`src/rtl/apb_master_if.sv`:
```
// Command/response handshake and APB bus signals of the apb_master requester.
// The master modport is the requester side; slave is the host-plus-APB-slave side.
interface apb_master_if #(
  parameter int ADDR_W = 12,
  parameter int DATA_W = 32
);
  logic              cmd_valid;
  logic              cmd_ready;
  logic              cmd_write;
  logic [ADDR_W-1:0] cmd_addr;
  logic [DATA_W-1:0] cmd_wdata;

  logic              rsp_valid;
  logic              rsp_ready;
  logic [DATA_W-1:0] rsp_rdata;
  logic              rsp_err;
  logic              rsp_timeout;

  logic [ADDR_W-1:0] paddr;
  logic              psel;
  logic              penable;
  logic              pwrite;
  logic [DATA_W-1:0] pwdata;
  logic              pready;
  logic [DATA_W-1:0] prdata;
  logic              pslverr;

  modport master (
    input  cmd_valid, cmd_write, cmd_addr, cmd_wdata,
    output cmd_ready,
    output rsp_valid, rsp_rdata, rsp_err, rsp_timeout,
    input  rsp_ready,
    output paddr, psel, penable, pwrite, pwdata,
    input  pready, prdata, pslverr
  );

  modport slave (
    output cmd_valid, cmd_write, cmd_addr, cmd_wdata,
    input  cmd_ready,
    input  rsp_valid, rsp_rdata, rsp_err, rsp_timeout,
    output rsp_ready,
    input  paddr, psel, penable, pwrite, pwdata,
    output pready, prdata, pslverr
  );
endinterface

```
`src/rtl/apb_master.sv`:
```
// Single-outstanding APB requester: valid/ready command in, SETUP/ACCESS on APB,
// valid/ready response out, with an optional ACCESS-phase timeout.
//
// state  | meaning
// IDLE   | cmd_ready high, waiting for a command
// SETUP  | psel=1, penable=0 for one cycle
// ACCESS | psel=1, penable=1, waiting for pready or timeout
// RESP   | rsp_valid high until rsp_ready
module apb_master #(
  parameter int ADDR_W  = 12,
  parameter int DATA_W  = 32,
  parameter int TIMEOUT = 255
) (
  input  logic         pclk,
  input  logic         prst,
  apb_master_if.master bus
);

  localparam int CNT_W = (TIMEOUT < 1) ? 1 : $clog2(TIMEOUT + 1);
  localparam logic [CNT_W-1:0] TO_LAST = CNT_W'((TIMEOUT > 0) ? TIMEOUT - 1 : 0);
  localparam bit   TO_EN   = (TIMEOUT != 0);

  typedef enum logic [1:0] {
    IDLE   = 2'd0,
    SETUP  = 2'd1,
    ACCESS = 2'd2,
    RESP   = 2'd3
  } state_e;

  state_e            state_q,   state_d;
  logic [ADDR_W-1:0] paddr_q,   paddr_d;
  logic              pwrite_q,  pwrite_d;
  logic [DATA_W-1:0] pwdata_q,  pwdata_d;
  logic [DATA_W-1:0] rdata_q,   rdata_d;
  logic              err_q,     err_d;
  logic              tmo_q,     tmo_d;
  logic [CNT_W-1:0]  wcnt_q,    wcnt_d;

  always_comb begin
    state_d  = state_q;
    paddr_d  = paddr_q;
    pwrite_d = pwrite_q;
    pwdata_d = pwdata_q;
    rdata_d  = rdata_q;
    err_d    = err_q;
    tmo_d    = tmo_q;
    wcnt_d   = wcnt_q;

    case (state_q)
      IDLE: begin
        if (bus.cmd_valid) begin
          paddr_d  = bus.cmd_addr;
          pwrite_d = bus.cmd_write;
          pwdata_d = bus.cmd_write ? bus.cmd_wdata : '0;
          state_d  = SETUP;
        end
      end
      SETUP: begin
        wcnt_d  = '0;
        state_d = ACCESS;
      end
      ACCESS: begin
        // pready wins over the timeout when both land on the last allowed cycle
        if (bus.pready) begin
          rdata_d = pwrite_q ? '0 : bus.prdata;
          err_d   = bus.pslverr;
          tmo_d   = 1'b0;
          state_d = RESP;
        end else if (TO_EN && (wcnt_q == TO_LAST)) begin
          rdata_d = '0;
          err_d   = 1'b1;
          tmo_d   = 1'b1;
          state_d = RESP;
        end else begin
          wcnt_d = wcnt_q + CNT_W'(1);
        end
      end
      RESP: begin
        if (bus.rsp_ready) begin
          state_d = IDLE;
        end
      end
      default: state_d = IDLE;
    endcase
  end

  always_ff @(posedge pclk) begin
    if (prst) begin
      state_q  <= IDLE;
      paddr_q  <= '0;
      pwrite_q <= 1'b0;
      pwdata_q <= '0;
      rdata_q  <= '0;
      err_q    <= 1'b0;
      tmo_q    <= 1'b0;
      wcnt_q   <= '0;
    end else begin
      state_q  <= state_d;
      paddr_q  <= paddr_d;
      pwrite_q <= pwrite_d;
      pwdata_q <= pwdata_d;
      rdata_q  <= rdata_d;
      err_q    <= err_d;
      tmo_q    <= tmo_d;
      wcnt_q   <= wcnt_d;
    end
  end

  assign bus.cmd_ready   = (state_q == IDLE);
  assign bus.psel        = (state_q == SETUP) || (state_q == ACCESS);
  assign bus.penable     = (state_q == ACCESS);
  assign bus.paddr       = paddr_q;
  assign bus.pwrite      = pwrite_q;
  assign bus.pwdata      = pwdata_q;
  assign bus.rsp_valid   = (state_q == RESP);
  assign bus.rsp_rdata   = rdata_q;
  assign bus.rsp_err     = err_q;
  assign bus.rsp_timeout = tmo_q;

endmodule

```
`src/flat_wrapper.sv`:
```
// flat-port wrapper written by rule: the top's interface ports become plain ports
module apb_master_flat 
#(
  parameter int ADDR_W  = 12,
  parameter int DATA_W  = 32,
  parameter int TIMEOUT = 255
)
  (pclk, prst, bus_cmd_valid, bus_cmd_write, bus_cmd_addr, bus_cmd_wdata, bus_cmd_ready, bus_rsp_valid, bus_rsp_rdata, bus_rsp_err, bus_rsp_timeout, bus_rsp_ready, bus_paddr, bus_psel, bus_penable, bus_pwrite, bus_pwdata, bus_pready, bus_prdata, bus_pslverr);
  apb_master_if #(.ADDR_W(ADDR_W), .DATA_W(DATA_W)) bus_i ();
  input  logic pclk;
  input  logic prst;
  input wire logic [$bits(bus_i.cmd_valid)-1:0] bus_cmd_valid;
  input wire logic [$bits(bus_i.cmd_write)-1:0] bus_cmd_write;
  input wire logic [$bits(bus_i.cmd_addr)-1:0] bus_cmd_addr;
  input wire logic [$bits(bus_i.cmd_wdata)-1:0] bus_cmd_wdata;
  output wire logic [$bits(bus_i.cmd_ready)-1:0] bus_cmd_ready;
  output wire logic [$bits(bus_i.rsp_valid)-1:0] bus_rsp_valid;
  output wire logic [$bits(bus_i.rsp_rdata)-1:0] bus_rsp_rdata;
  output wire logic [$bits(bus_i.rsp_err)-1:0] bus_rsp_err;
  output wire logic [$bits(bus_i.rsp_timeout)-1:0] bus_rsp_timeout;
  input wire logic [$bits(bus_i.rsp_ready)-1:0] bus_rsp_ready;
  output wire logic [$bits(bus_i.paddr)-1:0] bus_paddr;
  output wire logic [$bits(bus_i.psel)-1:0] bus_psel;
  output wire logic [$bits(bus_i.penable)-1:0] bus_penable;
  output wire logic [$bits(bus_i.pwrite)-1:0] bus_pwrite;
  output wire logic [$bits(bus_i.pwdata)-1:0] bus_pwdata;
  input wire logic [$bits(bus_i.pready)-1:0] bus_pready;
  input wire logic [$bits(bus_i.prdata)-1:0] bus_prdata;
  input wire logic [$bits(bus_i.pslverr)-1:0] bus_pslverr;
  assign bus_i.cmd_valid = bus_cmd_valid;
  assign bus_i.cmd_write = bus_cmd_write;
  assign bus_i.cmd_addr = bus_cmd_addr;
  assign bus_i.cmd_wdata = bus_cmd_wdata;
  assign bus_cmd_ready = bus_i.cmd_ready;
  assign bus_rsp_valid = bus_i.rsp_valid;
  assign bus_rsp_rdata = bus_i.rsp_rdata;
  assign bus_rsp_err = bus_i.rsp_err;
  assign bus_rsp_timeout = bus_i.rsp_timeout;
  assign bus_i.rsp_ready = bus_rsp_ready;
  assign bus_paddr = bus_i.paddr;
  assign bus_psel = bus_i.psel;
  assign bus_penable = bus_i.penable;
  assign bus_pwrite = bus_i.pwrite;
  assign bus_pwdata = bus_i.pwdata;
  assign bus_i.pready = bus_pready;
  assign bus_i.prdata = bus_prdata;
  assign bus_i.pslverr = bus_pslverr;
  apb_master #(.ADDR_W(ADDR_W), .DATA_W(DATA_W), .TIMEOUT(TIMEOUT)) u_core (.pclk(pclk), .prst(prst), .bus(bus_i));
endmodule
```
`config.mk`:
```
export PLATFORM = sky130hd
export DESIGN_NAME = apb_master_flat
export DESIGN_NICKNAME = d
export VERILOG_FILES = /design/src/rtl/apb_master_if.sv /design/src/rtl/apb_master.sv /design/src/flat_wrapper.sv
export SDC_FILE = /design/constraint.sdc
export NUM_CORES = 1
export LEC_CHECK = 0
export CORE_UTILIZATION = 26
export DETAILED_ROUTE_END_ITERATION = 10
export GPL_TIMING_DRIVEN = 0
export PLACE_DENSITY_LB_ADDON = 0.12
export SYNTH_ARGS = -nofsm -noshare
export SYNTH_HDL_FRONTEND = slang
export SYNTH_SLANG_ARGS = --single-unit
```
`constraint.sdc`:
```
create_clock -name pclk -period 1.7 [get_ports pclk]
set_input_delay 0.51 -clock pclk [delete_from_list [all_inputs] [get_ports pclk]]
set_output_delay 0.51 -clock pclk [all_outputs]
set_load 0.05 [all_outputs]
```
After elaboration in Yosys (flattened, before gate mapping)
Cells that the tools add are included.
Cells by class
  add/sub/neg operators: 1
  $mul: 0
  div/mod/pow operators: 0
  $lt $le $gt $ge: 0
  equal/unequal tests: 9
  shift-type cells: 0
  muxes and demuxes: 15
  bitwise gates (word level): 0
  reduce and logical (&&, ||, !) cells: 8
Operator list (number)
  2-to-1 mux 32 bit: 4
  2-to-1 mux 8 bit: 2
  one-hot mux 8 bit (2 select lines): 1
  adder 8 x 1 -> 8 bit (second input constant): 1
  == test 8 bit (second input constant): 1
  2-to-1 mux 2 bit: 4
  one-hot mux 2 bit (4 select lines): 1
  inequality test 2 bit (second input constant): 3
  AND reduction 3 bit: 2
  == test 2 bit (second input constant): 2
  AND reduction 2 bit: 2
  nonzero test 2 bit: 2
  2-to-1 mux 1 bit: 3
  inequality test 3 x 1 -> 1 bit (second input constant): 1
  == test 2 x 1 -> 1 bit (second input constant): 1
  logical NOT 2 bit: 1
  inequality test 2 x 1 -> 1 bit (second input constant): 1
  logical OR 1 bit: 1
Word-level totals
  flip-flop bits (word level): 89
  bits in latches: 0
  RAM bits: 0
  ROM bits: 0
  input port bits: 83
  output and inout port bits: 83
  word-level logic and storage cells: 41
  memories kept: 0

Logic depth before layout (Yosys ltp)
Gate-level depths: netlist of run 1.
  depth in word-level cells: 4
  gate-level depth with buffers: 7
  gate-level depth less buffers: 6

Least setup slack after synthesis of run 1
Ideal clock, no wire load.
  kind: reg-to-reg
  start: register u_core.state_q[0]
  end: register u_core.wcnt_q[3]
  setup time: 0.060 ns
  data arrival time: 1.977 ns
  required time: 1.640 ns
  path slack: -0.337 ns
  stages on the path, launching flop included: 8
  path buffers: 1
  clock period less this slack: 2.037 ns
  path through: dfxtp_1 inv_1 ha_1 clkbuf_2 nand2b_1 a21o_1 or4_1 nand2_1
On the way
  word-level cells in the longest chain between the ends: 3
  elaborated cells on any way between the ends: 7
  classes of those cells: eq/ne (4); mux (1); reduce/logical (2)
Ends and longest elaborated chain
  start, declared: RTL line apb_master.sv:30  | state_e state_q, state_d;
  start signal, assigned: RTL line apb_master.sv:98  | state_q <= state_d;
  == test 2 bit (*)
  via bus_penable: RTL line flat_wrapper.sv:24  | output wire logic [$bits(bus_i.penable)-1:0] bus_penable;
  inequality test 2 bit (no source line) / nonzero test 2 bit (equally long branches)
  AND reduction 3 bit (no source line)
  end signal, assigned: RTL line apb_master.sv:105  | wcnt_q <= wcnt_d;
  end, declared: RTL line apb_master.sv:37  | logic [CNT_W-1:0] wcnt_q, wcnt_d;
The timed path passes the listed nets; every way through them passes the cells marked *.
A chain may end at the register's enable or synchronous reset.

Worst setup path in the final report of run 1
  start: register u_core.state_q[0]
  end: output bus_rsp_valid
On the way
  word-level cells in the longest chain between the ends: 1
Ends and longest elaborated chain
  == test 2 bit: RTL line apb_master.sv:115  | assign bus.rsp_valid = (state_q == RESP);
  end, declared: RTL line flat_wrapper.sv:17  | output wire logic [$bits(bus_i.rsp_valid)-1:0] bus_rsp_valid;
No other way between the ends.

==> impl_metrics.ini, run 1 <==
[placement]
io_buffers = 164
pre_cts_ws_ps = -799.8
dp.cells = 681
placed_area_um2 = 5124
gp_congestion = 0.7116
hpwlAfterDp_um = 6676

[layout]
antenna_cells = 0
fin_util_pct = 46.24
final_area_um2 = 5600
fill_cells = 1206
drive_above_1_share_pct = 27.64
final_cells = 707
fin_nets = 623
syn_to_final_growth_pct = 72.42

[sta]
layout_min_cycle_time_ps = 1704
fmax_mhz = 587.0
rsz0062_at_grt = true
slew_headroom_pct = 70.26
final-setup-viol-count = 1
worst_pin_slew_ps = 446.1
hold_viol_final = 0
period_share_pct = 100.2
final.setup.worst_slack_ps = -3.588
hold_slack_ps = 453.1
skew_ps = 5.163
drv_slew = 0

[global_routing]
grt_pass1_vias = 3155
grt.overflow.total = 0
track_usage_pct = 15.62
grt_pass1_wl_um = 15830
grt_max_degree = 14
antenna_found_initial = 0

[synth]
avgSynthCellArea_um2 = 9.307
synth_edf_count = 0
ys_ff_latch = 89
syn_area_um2 = 3248
synth_fp_nets = 438
yosys_warnings = 0
syn_inst = 349
yosysSeqAreaShare_pct = 54.85
ys_types = 36
synth-async-reset-ratio_pct = 0
synthFlopType = dfxtp_1

[setup_path]
crit_type = flip-flop to output pin
critPathMaxStageDelay_ps = 360
r2r_slack_ps = 110
r2r_end = u_core.bus.rsp_rdata[19]$_SDFFE_PP0P_
cp_max_fo = 4
ff2ff_path_depth = 8
worstPathRequired_ps = 1190
worst_setup_path_end_kind = output pin
crit_chain = buf_4 -> ha_2 -> buf_8
timing.rr.start = u_core.wcnt_q[0]$_SDFFE_PP0P_
cp-start-kind = flip-flop
critPathTopFamily = flip-flops
crit_buf_inv = 2
arrival_ps = 1190
cp_slowest_cell = dfxtp_4

[clocking]
path_clk_slew_ps = 60
htree_levels = 3
clock_latency_ps = 340
cts_tree = done
cts.sinks = 89
cts_buffer_depth = 2
root_buffer = clkbuf_16
numCtsBuffers = 9

[die]
io_pins = 166
fp.dieH_um = 113.8
rows = 40
start_util_pct = 26.82
core_area_um2 = 12110
fp.dieW_um = 113.8
die_area_um2 = 12940

[power_and_ir_drop]
powerDensity_nw_per_um2 = 1357
vdd_drop_max_mv = 0.6984
p_leak_uw = 0.002151

[route]
drtIter0Drc = 126
via_per_inst = 4.463
drcViolationCount = 0
first_pass_iters = 4
wl_per_cell_um = 13.96
ant_nets = 0
vias = 3155
totalWireLength_um = 9867

[outcome]
violations = setup timing
status = finished with violations

[min_path]
hold_path_end = u_core.bus.pwdata[25]$_SDFFE_PP0P_
hold_path.class = flip-flop to flip-flop
hold_depth = 2
min_from = u_core.bus.pwdata[25]$_SDFFE_PP0P_

[flow_run]
maxCapViolations = 0
==> logic make-up after synthesis <==
group                    Yosys count  share of synthesized area (%)
AND/OR/NAND/NOR                  123                          17.33
AO/OA/AOI/OAI                     96                          19.76
flip-flops                        89                          54.85
buffers and inverters             32                          4.815
adder cells (fa/ha/maj)            6                          2.311
multiplexers                       3                         0.9245
==> Yosys cell counts, drive strengths merged, types with 3 or more instances <==
| cell type | n | area, um2 |
|---|---|---|
| o31ai | 3 | 22.52 |
| ha | 6 | 75.07 |
| clkbuf | 19 | 72.56 |
| dfxtp | 89 | 1782 |
| nor2 | 3 | 11.26 |
| nand2 | 68 | 255.2 |
| o21ai | 3 | 15.01 |
| inv | 5 | 18.77 |
| mux2i | 3 | 30.03 |
| nand3 | 35 | 175.2 |
| or2 | 3 | 18.77 |
| a22o | 32 | 280.3 |
| a21oi | 50 | 265.3 |
| buf | 8 | 65.06 |
==> layout by cell type, fill, tap and decap left out, types with 4 or more instances in the layout <==
master | netlist | final
a21oi_1 | 48 | 47
a22o_1 | 32 | 32
buf_4 | 0 | 13
buf_6 | 4 | 6
clkbuf_1 | 18 | 7
clkbuf_16 | 0 | 9
clkbuf_2 | 1 | 27
clkbuf_8 | 0 | 4
clkdlybuf4s15_2 | 0 | 59
clkdlybuf4s50_1 | 0 | 79
dfxtp_1 | 89 | 86
nand2_1 | 68 | 67
nand3_1 | 35 | 35
==> worst min-delay path: cells and delay by family (launching register included) <==
kind | cells | cell delay (ps)
AND/OR/NAND/NOR | 1 | 50
AO/OA/AOI/OAI | 1 | 50
flip-flops | 1 | 310
==> what timing repair did <==
action                                  CTS  global route
pin swaps                                 1             4
hold endpoints to repair                  0             0
setup buffers                             2             6
hold buffers                              0             0
resized for setup                       261            61
cloned                                    0             2
endpoints found under the setup margin  164            90
==> where the power goes <==
part	switching (uW)	internal, uW
clock	806	1260
sequential	166	2360
combinational	1910	1090
==> per-layer routing <==
| metal | global-route usage [%] | vias to the layer above | wire [um] | part of all wire (%) |
|---|---|---|---|---|
| li1 | - | 1595 | - | - |
| met1 | 19.09 | 1408 | 4473 | 45 |
| met2 | 24.11 | 144 | 4217 | 43 |
| met3 | 7.970 | 8 | 1097 | 11 |
| met4 | 4.416 | 0 | 78 | 0.79 |
| met5 | 0 | - | 0 | 0 |
==> worst max-delay path by stage <==
| stage | startpoint | endpoint | slack [ps] | depth (start not counted) |
|---|---|---|---|---|
| finish | u_core.state_q[0]$_SDFFE_PP0P_ | bus_rsp_valid | -4 | 3 |
| global route | u_core.state_q[0]$_SDFFE_PP0P_ | bus_rsp_valid | -40 | 3 |
| CTS | u_core.state_q[1]$_SDFFE_PP0P_ | bus_psel | -110 | 3 |
| detailed placement | prst | u_core.wcnt_q[1]$_SDFFE_PP0P_ | -800 | 4 |
| global placement | prst | u_core.wcnt_q[0]$_SDFFE_PP0P_ | -740 | 4 |
| floorplan | u_core.state_q[0]$_SDFFE_PP0P_ | u_core.wcnt_q[3]$_SDFFE_PP0P_ | 5 | 7 |
==> metrics by stage <==
stage | TNS, ps | total power [uW]
2_1_floorplan | 0 | 4407
3_3_place_gp | -46160 | 5372
3_5_place_dp | -49810 | 5389
4_1_cts | -113.1 | 7506
5_1_grt | -73.02 | 8016
6_report | -3.588 | 7598
==> sequential cells by signal, summed over array words and instances, names as in the netlist <==
name and count:
u_core.bus.paddr 12, u_core.bus.pwdata 32, u_core.bus.pwrite 1, u_core.bus.rsp_err 1, u_core.bus.rsp_rdata 32, u_core.bus.rsp_timeout 1
u_core.state_q 2, u_core.wcnt_q 8
==> area by class of cell <==
cell class              count  area, um2  share of cell area (%)
well taps                 168      210.2                   3.753
clock buffers              14      274.0                   4.893
repair buffers            174       1715                   30.63
flip-flops and latches     89       1793                   32.02
plain buffers              27      180.2                   3.217
multi-input cells         228       1369                   24.44
inverters                   5      23.77                  0.4245
clock inverters             2      35.03                  0.6256
Power figures use the tool's default switching activity.
==> run 2: changes to the inputs <==
Clock period 1.7 ns to 1.6 ns, I/O delays scaled along.
==> run 2 against run 1 <==
Non-clock buffer count is the same. Clock power grew 20%. Hold slack lost 3.2 ps. Via count grew 0.32%. Combinational power grew 11%. Sequential share of layout area shrank 1.3 points. Clock skew grew 0.62 ps. Count of clock-buffer cells in the layout shrank 4. Final cell count is the same. Die area is the same. The run still ends with setup timing left. Routed wire length shrank 0.61%.
==> impl_metrics.ini, run 2 (synthesis gave the netlist of run 1 again) <==
[layout]
fill_cells = 1151
antenna_cells = 0
fin_nets = 623
drive_above_1_share_pct = 28.76
mostFrequentLayoutCells = dfxtp_1, clkdlybuf4s50_1, clkdlybuf4s15_2
final_common_cell = dfxtp_1
syn_to_final_growth_pct = 79.62

[clocking]
path_clk_slew_ps = 60
cts_tree = done
ctsHoldBuffers = 0
root_buffer = clkbuf_16
cts.sinks = 89
clock_latency_ps = 340
htree_levels = 3
numCtsBuffers = 9
cts_buffer_depth = 2

[route]
vias = 3165
drcViolationCount = 0
ant_nets = 0
totalWireLength_um = 9807
first_pass_iters = 4
drtIter0Drc = 97
via_per_inst = 4.477
wl_per_cell_um = 13.87

[die]
die_area_um2 = 12940
fp.dieW_um = 113.8
rows = 40
core_area_um2 = 12110
start_util_pct = 26.82
io_pins = 166
fp.dieH_um = 113.8

[min_path]
hold_path.class = flip-flop to flip-flop

[power_and_ir_drop]
powerDensity_nw_per_um2 = 1457
p_leak_uw = 0.002166
power.total_uw = 8498
vdd_drop_max_mv = 0.8373

[placement]
pre_cts_ws_ps = -838.1
hpwlAfterDp_um = 6720
gp_congestion = 0.7378
io_buffers = 164

[global_routing]
grt_max_degree = 16
track_usage_pct = 15.52
grt.overflow.total = 0
grt_pass1_vias = 3068
antenna_found_initial = 0
grt_pass1_wl_um = 15670

[sta]
drv_slew = 0
slew_headroom_pct = 68.57
hold_viol_final = 0
final-setup-viol-count = 1
finalSetupTns_ps = -78.56
hold_slack_ps = 449.9
final.setup.worst_slack_ps = -78.56
rsz0062_at_grt = true
worst_pin_slew_ps = 471.5
skew_ps = 5.786
fmax_mhz = 595.7
period_share_pct = 104.9
layout_min_cycle_time_ps = 1679

[setup_path]
critPathTopFamily = flip-flops
worst_setup_path_end_kind = output pin
crit_buf_inv = 2
critPathMaxStageDelay_ps = 390
cp_slowest_cell = dfxtp_4
crit_chain = inv_4 -> ha_4 -> buf_8
cp-start-kind = flip-flop
arrival_ps = 1200
cp_max_fo = 4
crit_type = flip-flop to output pin
worstPathRequired_ps = 1120

[outcome]
status = finished with violations
violations = setup timing

[flow_run]
maxCapViolations = 0
[run 2: cell types whose count changed in the layout (fill, tap and decap cells not counted), moves of 3 or more]
cell and delta:
clkbuf_2 -19, buf_8 +4, clkbuf_1 -3, buf_2 -3, clkbuf_8 -3, clkdlybuf4s15_2 +18
[run 2: timing repair]
action | CTS | global route
pin swaps | 2 | 13
setup buffers | 2 | 5
setup endpoints to repair | 169 | 75
cloned | 2 | 1
gates resized for setup | 302 | 33
[run 2: worst reg2reg max path, stage by stage, from the launching register on]
cell and delay [ps]:
dfxtp_4 360, inv_4 80, ha_4 150, buf_8 130
nand2b_4 70, a21o_4 190, or4_1 460, nand2_1 60
[run 2: path summary, 6_finish.rpt]
| path | startpoint | endpoint | depth (start not counted) | slack (ps) |
|---|---|---|---|---|
| worst max-delay path | u_core.state_q[1]$_SDFFE_PP0P_ | bus_psel | 3 | -80 |
| worst max register to register | u_core.state_q[0]$_SDFFE_PP0P_ | u_core.wcnt_q[3]$_SDFFE_PP0P_ | 7 | 50 |
| worst min-delay path | u_core.bus.pwdata[29]$_SDFFE_PP0P_ | u_core.bus.pwdata[29]$_SDFFE_PP0P_ | 2 | 450 |
| worst min register to register | u_core.bus.pwdata[29]$_SDFFE_PP0P_ | u_core.bus.pwdata[29]$_SDFFE_PP0P_ | 2 | 450 |
[run 2: report_power, final]
group	leakage, uW	switching (uW)	internal (uW)
registers	0.000725	175	2510
logic	0.00128	2060	1280
clock network	0.000165	899	1570
total	0.00217	3140	5360
[run 2: cell type report]
class / count / area, um2 / share of cell area [%]
clock inverter: 6 / 113.9 / 1.952
buffer: 27 / 201.4 / 3.453
sequential: 89 / 1792 / 30.71
tap: 168 / 210.2 / 3.603
inverter: 5 / 23.77 / 0.4075
timing repair buffer: 174 / 1862 / 31.91
clock buffer: 10 / 239.0 / 4.096
multi-input combinational: 228 / 1393 / 23.87
[run 2: per-stage QoR]
step                cells  area, um2  utilization (%)
floorplan             349       3284                -
global route          707       5834            48.17
finish                707       5834            48.17
CTS                   701       5705            47.11
global placement      681       5136            42.41
detailed placement    681       5136            42.41
[run 2: layer usage]
| metal | GRT usage, % | share of wire [%] | wire length (um) | up-vias |
|---|---|---|---|---|
| met5 | 0 | 0 | 0 | - |
| met4 | 5.974 | 1.4 | 142 | 0 |
| met3 | 6.748 | 10 | 981 | 11 |
| met2 | 23.86 | 43 | 4220 | 138 |
| met1 | 19.16 | 46 | 4463 | 1422 |
| li1 | - | - | - | 1594 |
==> run 3: changes to the inputs <==
Settings changed: CAP_MARGIN set to 15.
==> results of run 3 <==
No change in the layout: final DEF, timing and power equal those of run 2.
